**src/rtl/dmux16_stream.sv**
```systemverilog
// Registered 1-to-2 stream demultiplexer: in_sel steers each word into
// a per-channel FIFO so a stalled consumer only blocks its own channel.
module dmux16_stream_fifo #(
  parameter int WIDTH = 16,
  parameter int DEPTH = 2
) (
  input  logic             clk,
  input  logic             rst_n,
  input  logic             push_i,
  input  logic             pop_i,
  input  logic [WIDTH-1:0] data_i,
  output logic             full_o,
  output logic             valid_o,
  output logic [WIDTH-1:0] data_o,
  output logic [7:0]       count_o
);

  localparam int AW = $clog2(DEPTH);
  localparam logic [AW:0] FULL_OCC = (AW+1)'(DEPTH);

  logic [WIDTH-1:0] mem_q [DEPTH];
  logic [AW-1:0]    rptr_q, rptr_d;
  logic [AW-1:0]    wptr_q, wptr_d;
  logic [AW:0]      occ_q, occ_d;
  logic [7:0]       cnt_q, cnt_d;

  assign full_o  = (occ_q == FULL_OCC);
  assign valid_o = (occ_q != '0);
  assign count_o = cnt_q;
  // Zero-gate the head so an empty channel presents all-zero data.
  assign data_o  = mem_q[rptr_q] & {WIDTH{valid_o}};

  always_comb begin
    rptr_d = rptr_q;
    wptr_d = wptr_q;
    occ_d  = occ_q;
    cnt_d  = cnt_q;
    if (push_i) wptr_d = wptr_q + 1'b1;
    if (pop_i) begin
      rptr_d = rptr_q + 1'b1;
      cnt_d  = cnt_q + 8'd1;
    end
    unique case ({push_i, pop_i})
      2'b10:   occ_d = occ_q + 1'b1;
      2'b01:   occ_d = occ_q - 1'b1;
      default: occ_d = occ_q;
    endcase
  end

  always_ff @(posedge clk or negedge rst_n) begin
    if (!rst_n) begin
      rptr_q <= '0;
      wptr_q <= '0;
      occ_q  <= '0;
      cnt_q  <= '0;
      for (int i = 0; i < DEPTH; i++) mem_q[i] <= '0;
    end else begin
      rptr_q <= rptr_d;
      wptr_q <= wptr_d;
      occ_q  <= occ_d;
      cnt_q  <= cnt_d;
      if (push_i) mem_q[wptr_q] <= data_i;
    end
  end

endmodule

module dmux16_stream #(
  parameter int WIDTH = 16,
  parameter int DEPTH = 2
) (
  input  logic             clk,
  input  logic             rst_n,
  input  logic             in_valid,
  output logic             in_ready,
  input  logic [WIDTH-1:0] in_data,
  input  logic             in_sel,
  output logic             a_valid,
  input  logic             a_ready,
  output logic [WIDTH-1:0] a_data,
  output logic             b_valid,
  input  logic             b_ready,
  output logic [WIDTH-1:0] b_data,
  output logic [7:0]       a_count,
  output logic [7:0]       b_count
);

  logic full_a, full_b;
  logic push_a, push_b;
  logic pop_a, pop_b;
  logic acc;

  // Full-only readiness: a full FIFO refuses even while it pops.
  assign in_ready = in_sel ? !full_b : !full_a;
  assign acc      = in_valid && in_ready;
  assign push_a   = acc && !in_sel;
  assign push_b   = acc && in_sel;
  assign pop_a    = a_valid && a_ready;
  assign pop_b    = b_valid && b_ready;

  dmux16_stream_fifo #(
    .WIDTH(WIDTH),
    .DEPTH(DEPTH)
  ) u_fifo_a (
    .clk    (clk),
    .rst_n  (rst_n),
    .push_i (push_a),
    .pop_i  (pop_a),
    .data_i (in_data),
    .full_o (full_a),
    .valid_o(a_valid),
    .data_o (a_data),
    .count_o(a_count)
  );

  dmux16_stream_fifo #(
    .WIDTH(WIDTH),
    .DEPTH(DEPTH)
  ) u_fifo_b (
    .clk    (clk),
    .rst_n  (rst_n),
    .push_i (push_b),
    .pop_i  (pop_b),
    .data_i (in_data),
    .full_o (full_b),
    .valid_o(b_valid),
    .data_o (b_data),
    .count_o(b_count)
  );

endmodule

```
**config.mk**
```make
export PLATFORM = sky130hd
export DESIGN_NAME = dmux16_stream
export DESIGN_NICKNAME = d
export VERILOG_FILES = /design/src/rtl/dmux16_stream.sv
export SDC_FILE = /design/constraint.sdc
export NUM_CORES = 1
export LEC_CHECK = 0
export ABC_AREA = 1
export CAP_MARGIN = 20
export CORE_MARGIN = 2
export CORE_UTILIZATION = 45
export DETAILED_ROUTE_END_ITERATION = 12
export PLACE_DENSITY = 0.66
export REMOVE_ABC_BUFFERS = 1
export SLEW_MARGIN = 20
export SYNTH_ARGS = -nofsm -noshare
export SYNTH_HDL_FRONTEND = slang
export SYNTH_HIERARCHICAL = 1
export SYNTH_SLANG_ARGS = --single-unit
```
**constraint.sdc**
```tcl
create_clock -name clk -period 1.9 [get_ports clk]
set_input_delay 0.38 -clock clk [delete_from_list [all_inputs] [get_ports clk]]
set_output_delay 0.38 -clock clk [all_outputs]
set_load 0.02 [all_outputs]
```
# Yosys cells after proc, flatten, opt, wreduce, memory -nomap -nowiden
# Cells that the tools add are included.
# word_totals
ff_bits	88
word_cells	69
output_inout_bits	51
# op_classes
n_reduce_logical	14
n_eq_ne	6
bitwise_logic	6
magnitude_cmp	6
mux	15
n_addsub	10
# op_table
cell	n
2-to-1 mux 16 bit	8
bitwise mux 32 bit	2
bitwise AND 16 bit	2
demux 16 bit (select 1 bit)	2
adder 8 x 1 -> 8 bit, second input constant	2
equality test 2 bit, second input constant	4
>= comparator 2 bit, second input constant	4
NOT 1 -> 2 bit	4
case mux 2 bit (2 select lines)	2
nonzero test 2 bit	4
logical AND 1 bit	7
adder 1 bit, second input constant	4
adder 2 x 1 -> 2 bit, second input constant	2
equality test 2 x 1 -> 1 bit, second input constant	2
< comparator 2 x 1 -> 1 bit, second input constant	2
subtractor 2 x 1 -> 2 bit, second input constant	2
zero test 1 bit	3
2-to-1 mux 1 bit	1

# Longest topological paths before layout
# logic_depth
depth_word	7
ltp_mapped	11
depth_no_buf	11

# Cells and area by module
# The synthesis kept the hierarchy.
# by_module_without_submodules
mod	instances	area_per_inst_um2	cells_each
dmux16_stream_fifo at u_fifo_a	1	2072.0	240
dmux16_stream_fifo at u_fifo_b	1	2068.2	239
dmux16_stream	1	53.8	13

# Worst setup path after synthesis
# No wires, ideal clock.
# synth_timing
path_kind	reg2reg
from	register u_fifo_a.occ_q[0]
to	register u_fifo_a.occ_q[1]
arrival_time_ns	1.730
required_time_ns	1.783
slack_ns	0.053
stages_incl_launch_ff	10
period_less_slack_ns	1.847
path_buffers	1
cell_sequence	dfrtp_1 nor2_2 buf_2 inv_1 nand2_1 inv_1 ha_1 or2_2 nand4_1 nand2_1
# synth_between
word_cells_on_any_way	13
classes_between	add/sub: 2; eq/ne: 3; mux: 2; reduce/logical: 6
# synth_lines
element	line_no	source
start, declared	24	logic [AW:0] occ_q, occ_d;
start signal, assigned	54	occ_q <= '0;
start signal, assigned	60	occ_q <= occ_d;
nonzero test 2 bit *	28	assign valid_o = (occ_q != '0);
net a_valid	78	output logic a_valid,
logical AND 1 bit *	98	assign pop_a = a_valid && a_ready;
net pop_a	90	logic pop_a, pop_b;
equality test 2 x 1 -> 1 bit / equality test 2 bit (equally long branches)	43	unique case ({push_i, pop_i})
case mux 2 bit (2 select lines) / nonzero test 2 bit (equally long branches)	-	
# The timed path passes the listed nets; every way through them passes the cells marked *.
# A chain may end at the register's enable or synchronous reset.

# Final worst setup path
# layout_timing
from	register u_fifo_b.occ_q[1]
to	output port b_data[12]
# layout_between
elab_chain_cells	2
# layout_lines
element	line_no	source
start, declared	24	
start signal, assigned	54	
start signal, assigned	60	
nonzero test 2 bit	28	
bitwise AND 16 bit	31	assign data_o = mem_q[rptr_q] & {WIDTH{valid_o}};
end, declared	83	output logic [WIDTH-1:0] b_data,
# No other way between the ends.

==> flow_summary.yaml <==
global_route:
  grt_pass1_wl_um: 15600
  grt_max_degree: 50
  grt_usage: 0.196
  antenna_found_initial: 0
  grt_overflow_total: 0
  grt_pass1_vias: 3350
critical_path:
  path_class: "reg -> out"
  cpLargestDelayFamily: "buffers and inverters"
  worstSetupEndpointType: "primary output"
  crit_chain: "nor2_2, buf_12, buf_12, a21oi_1, buf_2"
  cpPeakStageDelay_ns: 0.39
  start_kind: "flop"
  required_ns: 1.52
  critPathSlowestCell: "dfrtp_1"
  cp.arrival_ns: 1.43
  cp_max_fo: 8
  cpMostUsedCell: "buf_12"
  path_depth: 5
  r2r_cells: 10
  critPathBufInv: 3
detailed_routing:
  viasPerCell: 4.82
  initialDrtViolationCount: 176
  drc: 0
  wl_um: 9150
  highest_layer: "met4"
  met3_length_um: 336
  wl_met1_um: 4250
  dr.pass1.iters: 4
  drtAntennaViolNets: 0
  wl_per_cell_um: 13.2
  vias: 3343
  wl_met2_um: 4400
floorplanning:
  initial_core_util: 0.458
  fp-row-count: 35
  die_h_um: 101
  die_area_um2: 10100
  core_area_um2: 9150
  fp.dieW_um: 101
  ios: 73
job:
  maxCapViolations: 0
pwr:
  p_clk_frac: 0.142
  power_frac_comb: 0.502
  power_frac_seq: 0.356
  irDropWorstVdd_mv: 0.752
  total_power_mw: 9.23
  power.density_nw_per_um2: 1760
  p_leak_nw: 2.70
  p_switching_mw: 3.87
  p_sw_frac: 0.419
  internal_power_mw: 5.36
yosys:
  syn_area_um2: 4190
  syn_inst: 492
  syn-mean-instance-area_um2: 8.52
  synth.distinct_cells: 23
  ys_seq_elements: 88
  yosys_warnings: 6
  ys_seq_area_frac: 0.525
sta:
  layout_min_cycle_time_ns: 1.81
  rsz0062_at_grt: "false"
  finalHoldViolations: 0
  slew_headroom: 0.728
  setup-violations-final: 0
  fin_skew_ns: 0.00700
  max_freq_mhz: 553
  max_slew.worst_pin.slew_ns: 0.408
  setup_ws_ns: 0.0923
  finalCritPeriodShare: 0.951
  report.final.slew_viol_count: 0
clock_network:
  cts_tree: "yes"
  clock_latency_ns: 0.35
  clockBufferDepth: 2
  cts_buffers: 9
  h-tree-depth: 3
  path_clk_slew_ns: 0.08
  cts_sinks: 88
  cts_root_buffer: "clkbuf_8"
placement:
  dp_slack_ns: -0.0871
  port-buffer-count: 72
  gp_congestion: 0.797
  hpwl_um: 6330
outcome:
  status: "finished clean"
final_layout:
  num-nets-final: 603
  antenna_cells: 0
  drive_above_1_share: 0.210
  areaGrowthSynthToFinish_pct: 25.3
hold_path:
  holdCritPathClass: "in -> async"
-- metrics by stage --
step	utilization	cell area, µm²	instances	TNS [ns]	hold slack [ns]
after floorplan	-	4040	470	-0.0299	0.0844
after global placement	0.564	5160	674	-0.0998	0.217
after detailed placement	0.564	5160	674	-0.391	0.221
after CTS	0.578	5290	691	0	0.385
after global routing	0.574	5260	693	0	0.382
final	0.574	5260	693	0	0.397
-- kinds of logic after synthesis --
group,share of synthesized area
simple gates,0.194
compound gates,0.143
flops,0.525
buf+inv,0.0958
xor+xnor,0.0251
fa+ha+maj,0.0119
mux,0.00537
-- path summary, 6_finish.rpt --
| check | start | end | slack (ns) |
|---|---|---|---|
| worst max-delay path | u_fifo_b/occ_q[1] | b_data[12] | 0.09 |
| worst min register to register | u_fifo_b/mem_q[20] | u_fifo_b/mem_q[20] | 0.49 |
| worst min-delay path | rst_n | u_fifo_b/mem_q[22] | 0.40 |
| worst max register to register | u_fifo_a/occ_q[1] | u_fifo_a/occ_q[1] | 0.16 |
| max in group asynchronous | rst_n | u_fifo_a/count_o[0] | 0.87 |
| min in group clk | u_fifo_b/mem_q[20] | u_fifo_b/mem_q[20] | 0.49 |
-- power by group through the flow --
stage          Sequential, mW  Combinational [mW]  Clock [mW]
2_1_floorplan            3.43                2.54           0
3_3_place_gp             3.27                4.90           0
3_5_place_dp             3.31                5.00           0
4_1_cts                  3.28                4.68        1.35
5_1_grt                  3.41                5.15        1.44
6_report                 3.29                4.63        1.31
-- cell usage after synthesis, drive strengths merged --
| cell | number | area [µm²] |
|---|---|---|
| xnor2 | 3 | 26.3 |
| inv | 64 | 240 |
| nand3 | 8 | 40.0 |
| nand4 | 2 | 12.5 |
| ha | 4 | 50.1 |
| o21ai | 64 | 440 |
| or2 | 4 | 25.0 |
| clkinv | 1 | 3.75 |
| nand2 | 177 | 682 |
| clkbuf | 6 | 22.5 |
| dfrtp | 88 | 2200 |
| a21oi | 32 | 160 |
| xor2 | 9 | 78.8 |
| mux2 | 2 | 22.5 |
| buf | 16 | 135 |
| nor2 | 12 | 52.6 |
-- final cells by class --
type | count | area (µm²)
multi-input cells | 317 | 1600
clock buffers | 14 | 163
flip-flops and latches | 88 | 2200
well taps | 111 | 139
fillers | 847 | 3900
repair buffers | 96 | 868
clock inverters | 2 | 37.5
inverters | 65 | 244
-- flip-flops by register name, summed over array words and instances (netlist names) --
signal            flops
u_fifo_a/wptr_q       1
u_fifo_b/count_o      8
u_fifo_b/occ_q        2
u_fifo_a/mem_q       32
u_fifo_a/count_o      8
u_fifo_b/wptr_q       1
u_fifo_b/mem_q       32
u_fifo_b/rptr_q       1
u_fifo_a/occ_q        2
u_fifo_a/rptr_q       1
-- per-layer routing --
layer,up-vias,track usage
met1,1562,0.274
met2,71,0.305
met5,-,0
li1,1698,-
met4,0,0.0738
met3,12,0.0368
-- layout by cell type (no fill, tap or decap), types with 2 or more instances in the layout --
cell type / count
nand2_1: 170
dfrtp_1: 88
inv_1: 61
clkdlybuf4s50_1: 36
o21ai_2: 32
o21ai_0: 32
a21oi_1: 29
buf_2: 24
buf_4: 15
clkbuf_8: 11
buf_12: 10
nor2_1: 9
xor2_1: 9
nand3_1: 8
nand2_2: 7
clkbuf_2: 7
ha_1: 4
nor2_2: 3
clkbuf_1: 3
a21oi_2: 3
inv_2: 3
xnor2_1: 3
or2_1: 2
or2_2: 2
nand4_1: 2
mux2_2: 2
-- timing repair --
item                                    in CTS  in global routing
hold buffers                                 1                  0
endpoints found under the setup margin      35                 29
hold endpoints to repair                     8                  0
setup buffers                                0                  2
resized for setup                          108                 27
cloned                                       0                  0
pin swaps                                    0                  2
(Power assumes the default switching activity.)
